==> src/rtl/serial_word_feeder.sv <==
// serial_word_feeder: accepts parallel words over valid/ready and shifts them out one bit per clock with sof/eof markers.
module serial_word_feeder #(
    parameter int WIDTH     = 16,
    parameter bit MSB_FIRST = 1'b1
) (
    input  logic             clk,
    input  logic             rst,
    input  logic [WIDTH-1:0] in_data,
    input  logic             in_valid,
    output logic             in_ready,
    output logic             x,
    output logic             x_valid,
    output logic             sof,
    output logic             eof,
    output logic             busy
);
    localparam int CW = $clog2(WIDTH + 1);
    localparam logic [CW-1:0] LAST = CW'(WIDTH - 1);
    typedef enum logic {IDLE, SHIFT} state_t;
    state_t           state, state_n;
    logic [WIDTH-1:0] sh, sh_n, hold, hold_n;
    logic [CW-1:0]    cnt, cnt_n;
    logic             hold_full, hold_full_n, accept, last;
    assign in_ready = !hold_full && !rst;
    assign accept   = in_valid && in_ready;
    assign x_valid  = state == SHIFT;
    assign last     = x_valid && cnt == LAST;
    assign x        = x_valid && (MSB_FIRST ? sh[WIDTH-1] : sh[0]);
    assign sof      = x_valid && cnt == '0;
    assign eof      = last;
    assign busy     = x_valid || hold_full;
    always_comb begin
        state_n     = state;
        sh_n        = sh;
        hold_n      = hold;
        cnt_n       = cnt;
        hold_full_n = hold_full;
        if (state == IDLE) begin
            if (accept) begin
                state_n = SHIFT;
                sh_n    = in_data;
                cnt_n   = '0;
            end
        end else if (!last) begin
            sh_n  = MSB_FIRST ? sh << 1 : sh >> 1;
            cnt_n = cnt + CW'(1);
            if (accept) begin
                hold_n      = in_data;
                hold_full_n = 1'b1;
            end
        end else begin
            // a held or simultaneously offered word follows with no bubble
            cnt_n = '0;
            if (hold_full) begin
                sh_n        = hold;
                hold_full_n = 1'b0;
            end else if (accept) begin
                sh_n = in_data;
            end else begin
                state_n = IDLE;
            end
        end
    end
    always_ff @(posedge clk) begin
        if (rst) begin
            state     <= IDLE;
            sh        <= '0;
            hold      <= '0;
            cnt       <= '0;
            hold_full <= 1'b0;
        end else begin
            state     <= state_n;
            sh        <= sh_n;
            hold      <= hold_n;
            cnt       <= cnt_n;
            hold_full <= hold_full_n;
        end
    end
endmodule

==> config.mk <==
export PLATFORM = sky130hd
export DESIGN_NAME = serial_word_feeder
export DESIGN_NICKNAME = d
export VERILOG_FILES = /design/src/rtl/serial_word_feeder.sv
export SDC_FILE = /design/constraint.sdc
export NUM_CORES = 1
export LEC_CHECK = 0
export CELL_PAD_IN_SITES_DETAIL_PLACEMENT = 1
export CELL_PAD_IN_SITES_GLOBAL_PLACEMENT = 2
export CORE_UTILIZATION = 33
export DETAILED_ROUTE_END_ITERATION = 12
export GPL_TIMING_DRIVEN = 0
export PLACE_DENSITY_LB_ADDON = 0.1
export SLEW_MARGIN = 25
export SYNTH_ARGS = -nofsm -noshare
export SYNTH_HDL_FRONTEND = slang
export SYNTH_SLANG_ARGS = --single-unit
==> constraint.sdc <==
create_clock -name clk -period 2.2 [get_ports clk]
set_clock_uncertainty 0.15 [all_clocks]
set_input_delay 0.33 -clock clk [delete_from_list [all_inputs] [get_ports clk]]
set_output_delay 0.33 -clock clk [all_outputs]
set_load 0.02 [all_outputs]
Word level (Yosys, flattened, before mapping)
Index checks and enable logic that the tools add are counted.
{"block": "op_classes", "n_reduce_logical": 13, "bitwise": 1, "n_mux": 13, "addsub": 1, "eq_ne": 1}
{"op": "$mux W16", "n": 4}
{"op": "$mux W5", "n": 3}
{"op": "$mux W1", "n": 6}
{"op": "$add A5 B1 Y5 const B", "n": 1}
{"op": "$eq A5 B4 Y1 const B", "n": 1}
{"op": "$logic_and A1 B1 Y1", "n": 5}
{"op": "$logic_not A5 Y1", "n": 1}
{"op": "$reduce_bool A2 Y1", "n": 2}
{"op": "$reduce_and A3 Y1", "n": 1}
{"op": "$logic_not A1 Y1", "n": 2}
{"op": "$reduce_and A2 Y1", "n": 1}
{"op": "$logic_or A1 B1 Y1", "n": 1}
{"op": "$not A1 Y1", "n": 1}
{"block": "word_totals", "inputBits": 19, "word_cells": 34, "regBits": 39, "output_inout_bits": 6}

Longest topological paths before layout
Gate-level depths: netlist of the first run.
{"block": "depth", "word_depth": 7, "mapped_depth": 8, "mapped_depth_nobuf": 5}

Least setup slack after synthesis of the first run
Ideal clock, no wire load.
{"block": "synth_path", "path_kind": "register to output", "from": "register state (netlist: x_valid)", "to": "output port sof", "t_required_ns": 1.720, "path_buffers": 2, "path_stages_with_launch": 5, "arrival_ns": 1.676, "path_slack_ns": 0.044, "path_cell_list": "dfxtp_1 > buf_2 > buf_1 > nand2_1 > nor4_1"}
{"block": "synth_via", "elab_chain_len": 1}
{"element": "start: declaration", "line_no": "20", "source": "state_t state, state_n;"}
{"element": "start signal: assignment", "line_no": "72", "source": "state <= state_n;"}
{"element": "$logic_and A1 B1 Y1", "line_no": "29", "source": "assign sof = x_valid && cnt == '0;"}
{"element": "end: declaration", "line_no": "13", "source": "output logic sof,"}
No other way between the ends.

Worst setup path after layout of the first run
{"block": "layout_path", "from": "register state (netlist: x_valid)", "to": "output port busy"}
{"block": "layout_via", "elab_chain_len": 1}
{"element": "$logic_or A1 B1 Y1", "line_no": "31", "source": "assign busy = x_valid || hold_full;"}
{"element": "end: declaration", "line_no": "15", "source": "output logic busy"}
No other way between the ends.

==> results of run 1 <==
==> what timing repair did <==
| item | CTS | global route |
|---|---|---|
| cloned | 0 | 0 |
| setup endpoints to repair | 5 | 2 |
| resized for setup | 17 | 3 |
==> metrics by stage <==
step / power (mW) / setup TNS [ns] / cell area (um^2) / cells / util (%)
after floorplan: 1.00 / 0 / 2210 / 276 / -
after global placement: 1.13 / -1.81 / 2550 / 377 / 39.7
after detailed placement: 1.13 / -1.90 / 2550 / 377 / 39.7
after CTS: 1.69 / 0 / 2670 / 385 / 41.5
after global routing: 1.76 / 0 / 2660 / 385 / 41.3
final: 1.67 / 0 / 2660 / 385 / 41.3
==> tightest hold or removal path: stages, from the launching register on <==
cell	delay [ns]
dfxtp_1	0.31
nand2_1	0.05
a21oi_1	0.05
==> power breakdown <==
group          total [mW]  internal [mW]  switching, mW
registers           0.781          0.750         0.0301
clock network       0.553          0.287          0.266
logic               0.332          0.147          0.185
total                1.67           1.18          0.481
==> cell type report <==
class | instances | area, um^2
clock buffers | 8 | 100
flip-flops and latches | 39 | 781
plain buffers | 25 | 146
repair buffers | 24 | 226
inverters | 17 | 63.8
well taps | 77 | 96.3
fillers | 794 | 3770
multi-input cells | 195 | 1240
==> sequential cells by signal (all words and copies together) (netlist names) <==
name       flops
cnt            5
hold          16
hold_full      1
sh            16
x_valid        1
==> routing by layer <==
metal  vias to the layer above  routed length (um)  global-route usage, %  share of wire, %
met1                       964                3410                   28.8                51
met4                         0                  43                   4.55              0.65
met2                        26                3020                   33.0                46
li1                       1023                   -                      -                 -
met3                         4                 157                   3.66               2.4
met5                         -                   0                      0                 0
==> logic make-up (layout without fill, tap and decap cells) <==
kind of cell	Yosys count	in the layout
buf+inv	42	74
simple gates	90	90
flops	39	39
compound gates	86	86
fa+ha+maj	2	2
mux	17	17
==> how the worst max path moves through the flow <==
stage	startpoint	to	slack, ns	cells after the start
2_1_floorplan	x_valid	sof	0.04	4
3_3_place_gp	x_valid	sof	-0.37	5
3_5_place_dp	x_valid	sof	-0.38	5
4_1_cts	cnt[0]	eof	0.02	5
5_1_grt	x_valid	sof	0.05	5
6_report	x_valid	busy	0.11	4
==> cell usage after synthesis (5+ instances only) <==
cell / count / area share [%]
clkbuf_1: 5 / 0.85
o21ai_0: 6 / 1.4
a311oi_2: 8 / 5.4
nand2_1: 50 / 8.5
a21oi_1: 39 / 8.8
a311oi_1: 7 / 2.8
a211oi_1: 15 / 5.1
and2_1: 17 / 4.8
dfxtp_1: 39 / 35
mux2_1: 11 / 5.6
o21ai_1: 11 / 2.5
inv_1: 17 / 2.9
mux2_2: 5 / 2.5
buf_2: 13 / 2.9
==> summary.txt, run 1 <==
Outcome
  – Run status: complete, but fails checks
  – Failing checks: DRC

Timing
  – Final Hold Fails: 0
  – RSZ-0062 raised after global routing: no
  – Crit path time final: 2.09 ns
  – Max-slew headroom: around 62%
  – Worst slew pin tran: approximately 0.57 ns
  – Count of final max-slew check failures: 0
  – Final setup viols: 0
  – FMAX: approximately 480 MHz
  – Final period util: 95.0%
  – Final hold slack: 0.305 ns
  – Post-route setup slack: between 0.1 and 0.15 ns

Layout
  – Commonest non-fill, non-tap cell in the layout: nand2_1
  – Final nets: about 330
  – Layout cell share with drive strength beyond 1: around 15%
  – Diodes inserted: 0
  – P&R area growth vs syn: 20.0%
  – Commonest cells after routing, fill and taps aside: 50 x nand2_1, 39 x a21oi_1, 39 x dfxtp_1

Synthesis
  – Post-Synth Simple-Gate Area: 20.3%
  – Cells after synthesis: ~280
  – Post-Syn Nets: between 200 and 300
  – Seq/Total Area, Yosys: approximately a third
  – Post-synthesis adder-cell area fraction: around 1.1%
  – Synthesized area: 2210 um^2
  – Post-Synth XOR/XNOR Area: 0%
  – Synth Area in Compound Gates: 26.0%
  – Number of synthesized flops with an enable pin: 0
  – Syn avg cell area: ~8 um^2
  – Largest family of logic cells by synthesized area: compound AO/OA/AOI/OAI gates
  – Mux contribution to synthesized area: under 10%
  – Count of yosys warnings during synthesis: 0
  – Distinct cell type count after synthesis: 33
  – Yosys reg bits: 39
  – Async set or reset register ratio after synthesis: 0%
  – Top FF cell, synth: dfxtp_1

Placed design
  – RePlAce Congestion: 0.748
  – PortBufs: 24
  – Setup WS pre-CTS: -0.380 ns
  – Post-DP HPWL: 4540 um

Detailed routing
  – Wirelength per Cell: 17.2 um
  – Final wirelength: ~6600 um
  – DRT antenna net count: 0
  – DR vias/cell: between 5 and 6
  – TritonRoute pass-1 iters: 8
  – # DRC: 2
  – 1st-iter DRT viols: around 80
  – Via count: slightly above 2,000

Critical path
  – CP Capture Type: primary output
  – CP max-delay cell: dfxtp_1
  – Slowest cell delay on critical path: 0.35 ns
  – CP Buf/Inv Count: 3
  – R2R Path End: sh[10]
  – Worst-case reg-to-reg path depth: 5
  – Most frequent cell on the critical path: buf_4
  – Worst setup SP type: register
  – CP required: ~1.7 ns
  – Crit-path cells: buf_4 > buf_4 > or2_2 > dlygate4sd2_1
  – Worst Path Max Fanout: 10
  – WP data arrival: about 1.6 ns
  – Delay-heaviest family, CP: buffers and inverters
  – R2r setup slk: 0.34 ns
  – Kind of critical path: reg2out
  – FF-to-FF Start: cnt[0]

Clock network
  – Clk Latency, worst-skew pair: ~0.30 ns
  – CTS Hold Bufs: 0
  – Clock-pin slew on the worst setup and hold paths: about 0.080 ns
  – Clock root cell: clkbuf_8
  – CTS tree: built
  – H-tree level count: 2
  – Postcts setup bufs: 0
  – Clock sinks: 39
  – Total CTS buffers: 5
  – Clk buf depth: 2

Floorplanning
  – Initial Util: 34.4%
  – DIE HEIGHT: roughly 84 um
  – I/O Pins: 25
  – CORE AREA: around 6400 um^2
  – Core Rows: 29
  – Die outline area: 7040 um^2
  – Die W: approximately 84 um

Worst hold path
  – Min-delay src: hold[12]
  – Hold Path Sink: hold[12]
  – Worst Hold Class: reg2reg
  – WHS Path Cells: 2

GRT
  – Grt total ovfl: 0
  – Vias in the first global route: just over 2,000
  – Pin count of the biggest net entering global routing: 12
  – Tot GR Track Use: about a fifth
  – First-pass GRT wire length: 11,300 um
  – Initial antenna violation count: 0

Power and ir drop
  – Pleak: 0.982 nW
  – Maximum VDD drop: approximately 0.00022 V
  – Pwr/cell area: 627 nW/um^2

Run
  – Max-cap violation count: 0
Note: power is estimated with default switching activity, not from simulation.
==> run 2, diff against run 1 <==
- CORE_UTILIZATION: 33 -> 34
- CTS_BUF_LIST: not set -> sky130_fd_sc_hd__clkbuf_2 sky130_fd_sc_hd__clkbuf_4 sky130_fd_sc_hd__clkbuf_8
==> run 2 against run 1 <==
Compared with the run above:
- the run now ends clean
- routed wire length fell by 1.6%
- via count fell by 1.0%
- final cell count did not move
- global-route usage rose by 0.38 points
- sequential power barely moved
- combinational power fell by 1%
- die area fell by 2.9%
- critical endpoint unchanged
- largest cell class unchanged
- largest power group unchanged
==> summary.txt, run 2 (synthesized netlist as in run 1, its figures left out) <==
Floorplanning
  – Die W: around 83 um
  – Initial Util: a little over a third
  – Core Rows: 29
  – I/O Pins: 25
  – DIE HEIGHT: about 83 um
  – CORE AREA: 6310 um^2
  – Die outline area: between 6000 and 7000 um^2

Timing
  – RSZ-0062 raised after global routing: no
  – Final period util: a little over nine tenths
  – Setup TNS: 0 ns
  – Final setup viols: 0
  – Max-slew headroom: 56.1%
  – Count of final max-slew check failures: 0
  – Post-route setup slack: 0.103 ns
  – FMAX: 477 MHz
  – Worst slew pin tran: roughly 0.66 ns
  – Crit path time final: between 2 and 2.5 ns
  – Final Hold Fails: 0
  – Final hold slack: 0.306 ns

Critical path
  – CP max-delay cell: dfxtp_1
  – Most frequent cell on the critical path: buf_4
  – Slowest cell delay on critical path: ~0.35 ns
  – Delay-heaviest family, CP: buffers and inverters
  – Worst Path Max Fanout: 10
  – Worst setup SP type: register
  – Crit-path cells: buf_4 > buf_4 > or2_2 > dlygate4sd2_1
  – CP Buf/Inv Count: 3
  – WP data arrival: 1.62 ns
  – CP required: about 1.7 ns
  – CP Capture Type: primary output
  – Kind of critical path: reg2out

Layout
  – Commonest cells after routing, fill and taps aside: 50 x nand2_1, 39 x a21oi_1, 38 x dfxtp_1
  – Layout cell share with drive strength beyond 1: between 15 and 20%
  – Fillers: ~770
  – Commonest non-fill, non-tap cell in the layout: nand2_1
  – Diodes inserted: 0
  – Biggest regs: hold (16), sh (16), cnt (5)
  – Post-route cell area: about 2700 um^2
  – P&R area growth vs syn: 21.0%
  – Final nets: 328

GRT
  – Initial antenna violation count: 0
  – Vias in the first global route: about 2,000
  – Grt total ovfl: 0
  – Pin count of the biggest net entering global routing: 12
  – First-pass GRT wire length: around 10,000 um
  – Tot GR Track Use: between 20% and 30%

Worst hold path
  – Worst Hold Class: reg2reg

Power and ir drop
  – Pleak: roughly 1 nW
  – Maximum VDD drop: 0.000247 V
  – Psw: about 0.48 mW
  – Logic pwr share: between 10% and 20%
  – Sw frac: 28.4%
  – Pint: between 1 and 1.5 mW
  – Clock share of power: between 30% and 40%
  – Flop pwr share: roughly 47%
  – Pwr/cell area: about 620 nW/um^2

Detailed routing
  – Wirelength per Cell: roughly 17 um
  – # DRC: 0
  – DR vias/cell: just over 5
  – 1st-iter DRT viols: 48
  – Top layer in use: met4
  – TritonRoute pass-1 iters: 4
  – Final wirelength: about 6500 um
  – DRT antenna net count: 0
  – Met2 wire length: around 3000 um
  – WL met3: ~160 um
  – M1 WL: 3350 um
  – Via count: 1,996

Placed design
  – PortBufs: 24
  – Post-DP Area: 2550 um^2
  – RePlAce Congestion: between 0.7 and 0.8
  – Setup WS pre-CTS: -0.322 ns
  – Post-DP HPWL: 4490 um

Clock network
  – Clock root cell: clkbuf_8
  – CTS tree: built
  – Total CTS buffers: 5
  – Clock-pin slew on the worst setup and hold paths: 0.08 ns
  – Clock sinks: 39
  – H-tree level count: 2
  – Clk buf depth: 2
  – Clk Latency, worst-skew pair: 0.29 ns

Outcome
  – Run status: finished, final reports clean

Run
  – Max-cap violation count: 0
==> run 2: changes by cell type in the layout (fill, tap and decap cells not counted) <==
| cell | delta |
|---|---|
| buf_4 | -1 |
| clkbuf_1 | -1 |
| clkbuf_4 | +1 |
| clkdlybuf4s15_2 | +1 |
| dfxtp_1 | -1 |
| dfxtp_2 | +1 |
| ha_2 | -1 |
| ha_4 | +1 |
| nor2_1 | -1 |
| nor2_2 | +1 |
==> run 2: repair_timing <==
action / 4_1_cts / 5_1_grt
hold buffers: 0 / 0
buffers inserted: 0 / 0
gates resized for setup: 15 / 6
endpoints found under the setup margin: 5 / 2
cloned: 0 / 0
==> run 2: layer usage <==
metal | vias up | GRT usage [%]
met5 | - | 0
met2 | 25 | 33.8
li1 | 1027 | -
met3 | 4 | 3.63
met4 | 0 | 4.83
met1 | 940 | 29.0
==> run 2: area by class of cell <==
class / count / area (um^2) / area share [%]
Sequential cell: 39 / 782 / 29.2
Tap cell: 77 / 96.3 / 3.60
Timing Repair Buffer: 24 / 233 / 8.70
Multi-Input combinational cell: 195 / 1250 / 46.8
Clock buffer: 8 / 104 / 3.88
Buffer: 25 / 144 / 5.38
Inverter: 17 / 63.8 / 2.38
==> run 2: final timing paths <==
check / startpoint / to / slack (ns) / depth (start not counted)
worst min register to register: hold[9] / hold[9] / 0.31 / 2
worst max register to register: hold_full / sh[9] / 0.41 / 6
worst min-delay path: hold[9] / hold[9] / 0.31 / 2
worst max-delay path: x_valid / busy / 0.10 / 4
==> run 2: worst reg2reg max path, cell delays in order, from the launching register on <==
cell	delay [ns]
dfxtp_1	0.31
buf_2	0.21
nand2b_1	0.13
buf_2	0.22
buf_2	0.30
a211oi_1	0.13
a311oi_2	0.26
==> run 2: per-stage QoR <==
step,instances,utilization (%),power (mW)
after detailed placement,377,40.4,1.13
after global routing,385,42.4,1.77
after global placement,377,40.4,1.13
after CTS,385,42.2,1.70
after floorplan,276,-,1.00
final,385,42.4,1.67
==> run 2: power groups by stage <==
stage	clock network, mW	registers [mW]	logic [mW]
finish	0.561	0.782	0.328
global route	0.616	0.788	0.364
CTS	0.587	0.780	0.334
detailed placement	0	0.797	0.331
global placement	0	0.796	0.330
floorplan	0	0.790	0.212
==> run 3, diff against run 2 <==
- CELL_PAD_IN_SITES_GLOBAL_PLACEMENT: 2 -> 1
- CORE_ASPECT_RATIO: not set -> 0.8
- CORE_UTILIZATION: 34 -> 43
- RECOVER_POWER: not set -> 25
==> run 3 against run 2 <==
Compared with the run above:
- global-route usage grew 5.6 points
- sequential cell count is the same
- first-iteration DRC count rose to 2.8 times the previous value
- power hardly changed
- die area down 20%
- final cell count down 4.7%
- critical path type unchanged
==> summary.txt, run 3 (synthesized netlist as in run 1, its figures left out) <==
Outcome
  – Run status: finished, final reports clean

Detailed routing
  – 1st-iter DRT viols: 135
  – Met2 wire length: ~3000 um
  – DR vias/cell: 5.55
  – # DRC: 0
  – Final wirelength: 6320 um
  – M1 WL: ~3000 um
  – TritonRoute pass-1 iters: 4
  – Wirelength per Cell: 17.2 um
  – Via count: between 2,000 and 2,500
  – Top layer in use: met4
  – WL met3: approximately 200 um
  – DRT antenna net count: 0

Timing
  – Final Hold Fails: 0
  – Count of final max-slew check failures: 0
  – Final period util: between 90% and 100%
  – Crit path time final: 2.09 ns
  – RSZ-0062 raised after global routing: no
  – Max-slew headroom: between 60% and 70%
  – Post-route setup slack: about 0.11 ns
  – Final setup viols: 0
  – Worst slew pin tran: 0.575 ns
  – Setup TNS: 0 ns
  – FMAX: 479 MHz

Run
  – Max-cap violation count: 0

Critical path
  – CP Capture Type: primary output
  – Worst Path Max Fanout: 10
  – Kind of critical path: reg2out
  – WP data arrival: 1.61 ns
  – CP required: about 1.7 ns
  – Worst setup SP type: register

Clock network
  – Clk buf depth: 2
  – H-tree level count: 2
  – CTS Hold Bufs: 0
  – Clock-pin slew on the worst setup and hold paths: around 0.080 ns
  – Clock root cell: clkbuf_8
  – Total CTS buffers: 5
  – Clock sinks: 39
  – CTS tree: built
  – Clk Latency, worst-skew pair: ~0.30 ns

Layout
  – Fillers: 608
  – Commonest non-fill, non-tap cell in the layout: nand2_1
  – Biggest regs: hold (16), sh (16), cnt (5)
  – Final nets: between 300 and 400
  – Commonest cells after routing, fill and taps aside: 50 x nand2_1, 39 x a21oi_1, 39 x dfxtp_1
  – Diodes inserted: 0
  – Post-route cell area: about 2600 um^2
  – Layout cell share with drive strength beyond 1: between 10% and 20%
  – P&R area growth vs syn: 18.7%

GRT
  – Pin count of the biggest net entering global routing: 20
  – Vias in the first global route: 2,066
  – Tot GR Track Use: roughly a quarter
  – Grt total ovfl: 0
  – Initial antenna violation count: 0
  – First-pass GRT wire length: 10,400 um

Power and ir drop
  – Pwr/cell area: 636 nW/um^2
  – Psw: around 0.48 mW
  – Total power: 1.67 mW
  – Pleak: 0.979 nW
  – Flop pwr share: around 47%
  – Sw frac: about 29%
  – Pint: around 1.2 mW
  – Logic pwr share: around a fifth
  – Maximum VDD drop: approximately 0.00032 V
  – Clock share of power: 33.7%

Floorplanning
  – Core Rows: 22
  – DIE HEIGHT: ~66 um
  – Die W: between 80 and 90 um
  – I/O Pins: 25
  – Die outline area: approximately 5400 um^2
  – Initial Util: 46.5%
  – CORE AREA: 4760 um^2

Placed design
  – RePlAce Congestion: ~0.82
  – Post-DP HPWL: 4470 um
  – Setup WS pre-CTS: -0.297 ns
  – PortBufs: 24
  – Post-DP Area: ~2500 um^2

Worst hold path
  – Worst Hold Class: reg2reg
==> run 3: changes by cell type in the layout (fill, tap and decap cells not counted), sizes merged <==
cell / previous run / this run
clkdlybuf4s15: 1 / 0
clkdlybuf4s50: 19 / 17
buf: 20 / 17
clkbuf: 14 / 17
dlygate4sd3: 0 / 2
==> run 3: what timing repair did <==
| item | in CTS | in global routing |
|---|---|---|
| resized for setup | 12 | 5 |
| setup endpoints to repair | 5 | 2 |
| buffers inserted | 0 | 0 |
==> run 3: metrics by stage <==
step	cells	utilization, %	hold WS (ns)
finish	367	55.1	0.304
global route	367	55.1	0.321
CTS	367	55.3	0.308
detailed placement	360	53.1	0.297
global placement	360	53.1	0.293
floorplan	276	-	0.286
==> run 3: path summary, 6_finish.rpt <==
check / slack (ns) / start / endpoint / cells after the start
worst max-delay path: 0.11 / x_valid / x / 4
worst min-delay path: 0.30 / hold[10] / hold[10] / 2
worst max register to register: 0.22 / hold_full / sh[12] / 6
worst min register to register: 0.30 / hold[10] / hold[10] / 2
==> run 3: layer usage <==
metal,vias to the layer above,GRT usage (%)
li1,1027,-
met1,967,36.4
met2,38,41.9
met3,6,4.69
met4,0,8.33
met5,-,0
==> run 3: cell type report <==
cell class                      instances  area (um^2)  share of cell area [%]
Sequential cell                        39          781                    29.7
Tap cell                               60         75.1                    2.86
Multi-Input combinational cell        195         1240                    47.3
Timing Repair Buffer                   24          226                    8.62
Inverter                               17         63.8                    2.43
Buffer                                 24          135                    5.15
Clock buffer                            8          104                    3.95
==> run 3: worst max-delay path: stages (launching register included) <==
cell	delay, ns
dfxtp_1	0.40
buf_4	0.20
buf_4	0.22
and2_1	0.16
dlygate4sd2_1	0.33
==> run 3: power by group through the flow <==
stage	Clock (mW)	Combinational, mW	Sequential (mW)
final	0.564	0.326	0.782
after global routing	0.595	0.360	0.787
after CTS	0.572	0.328	0.781
after detailed placement	0	0.329	0.797
after global placement	0	0.318	0.796
after floorplan	0	0.212	0.790
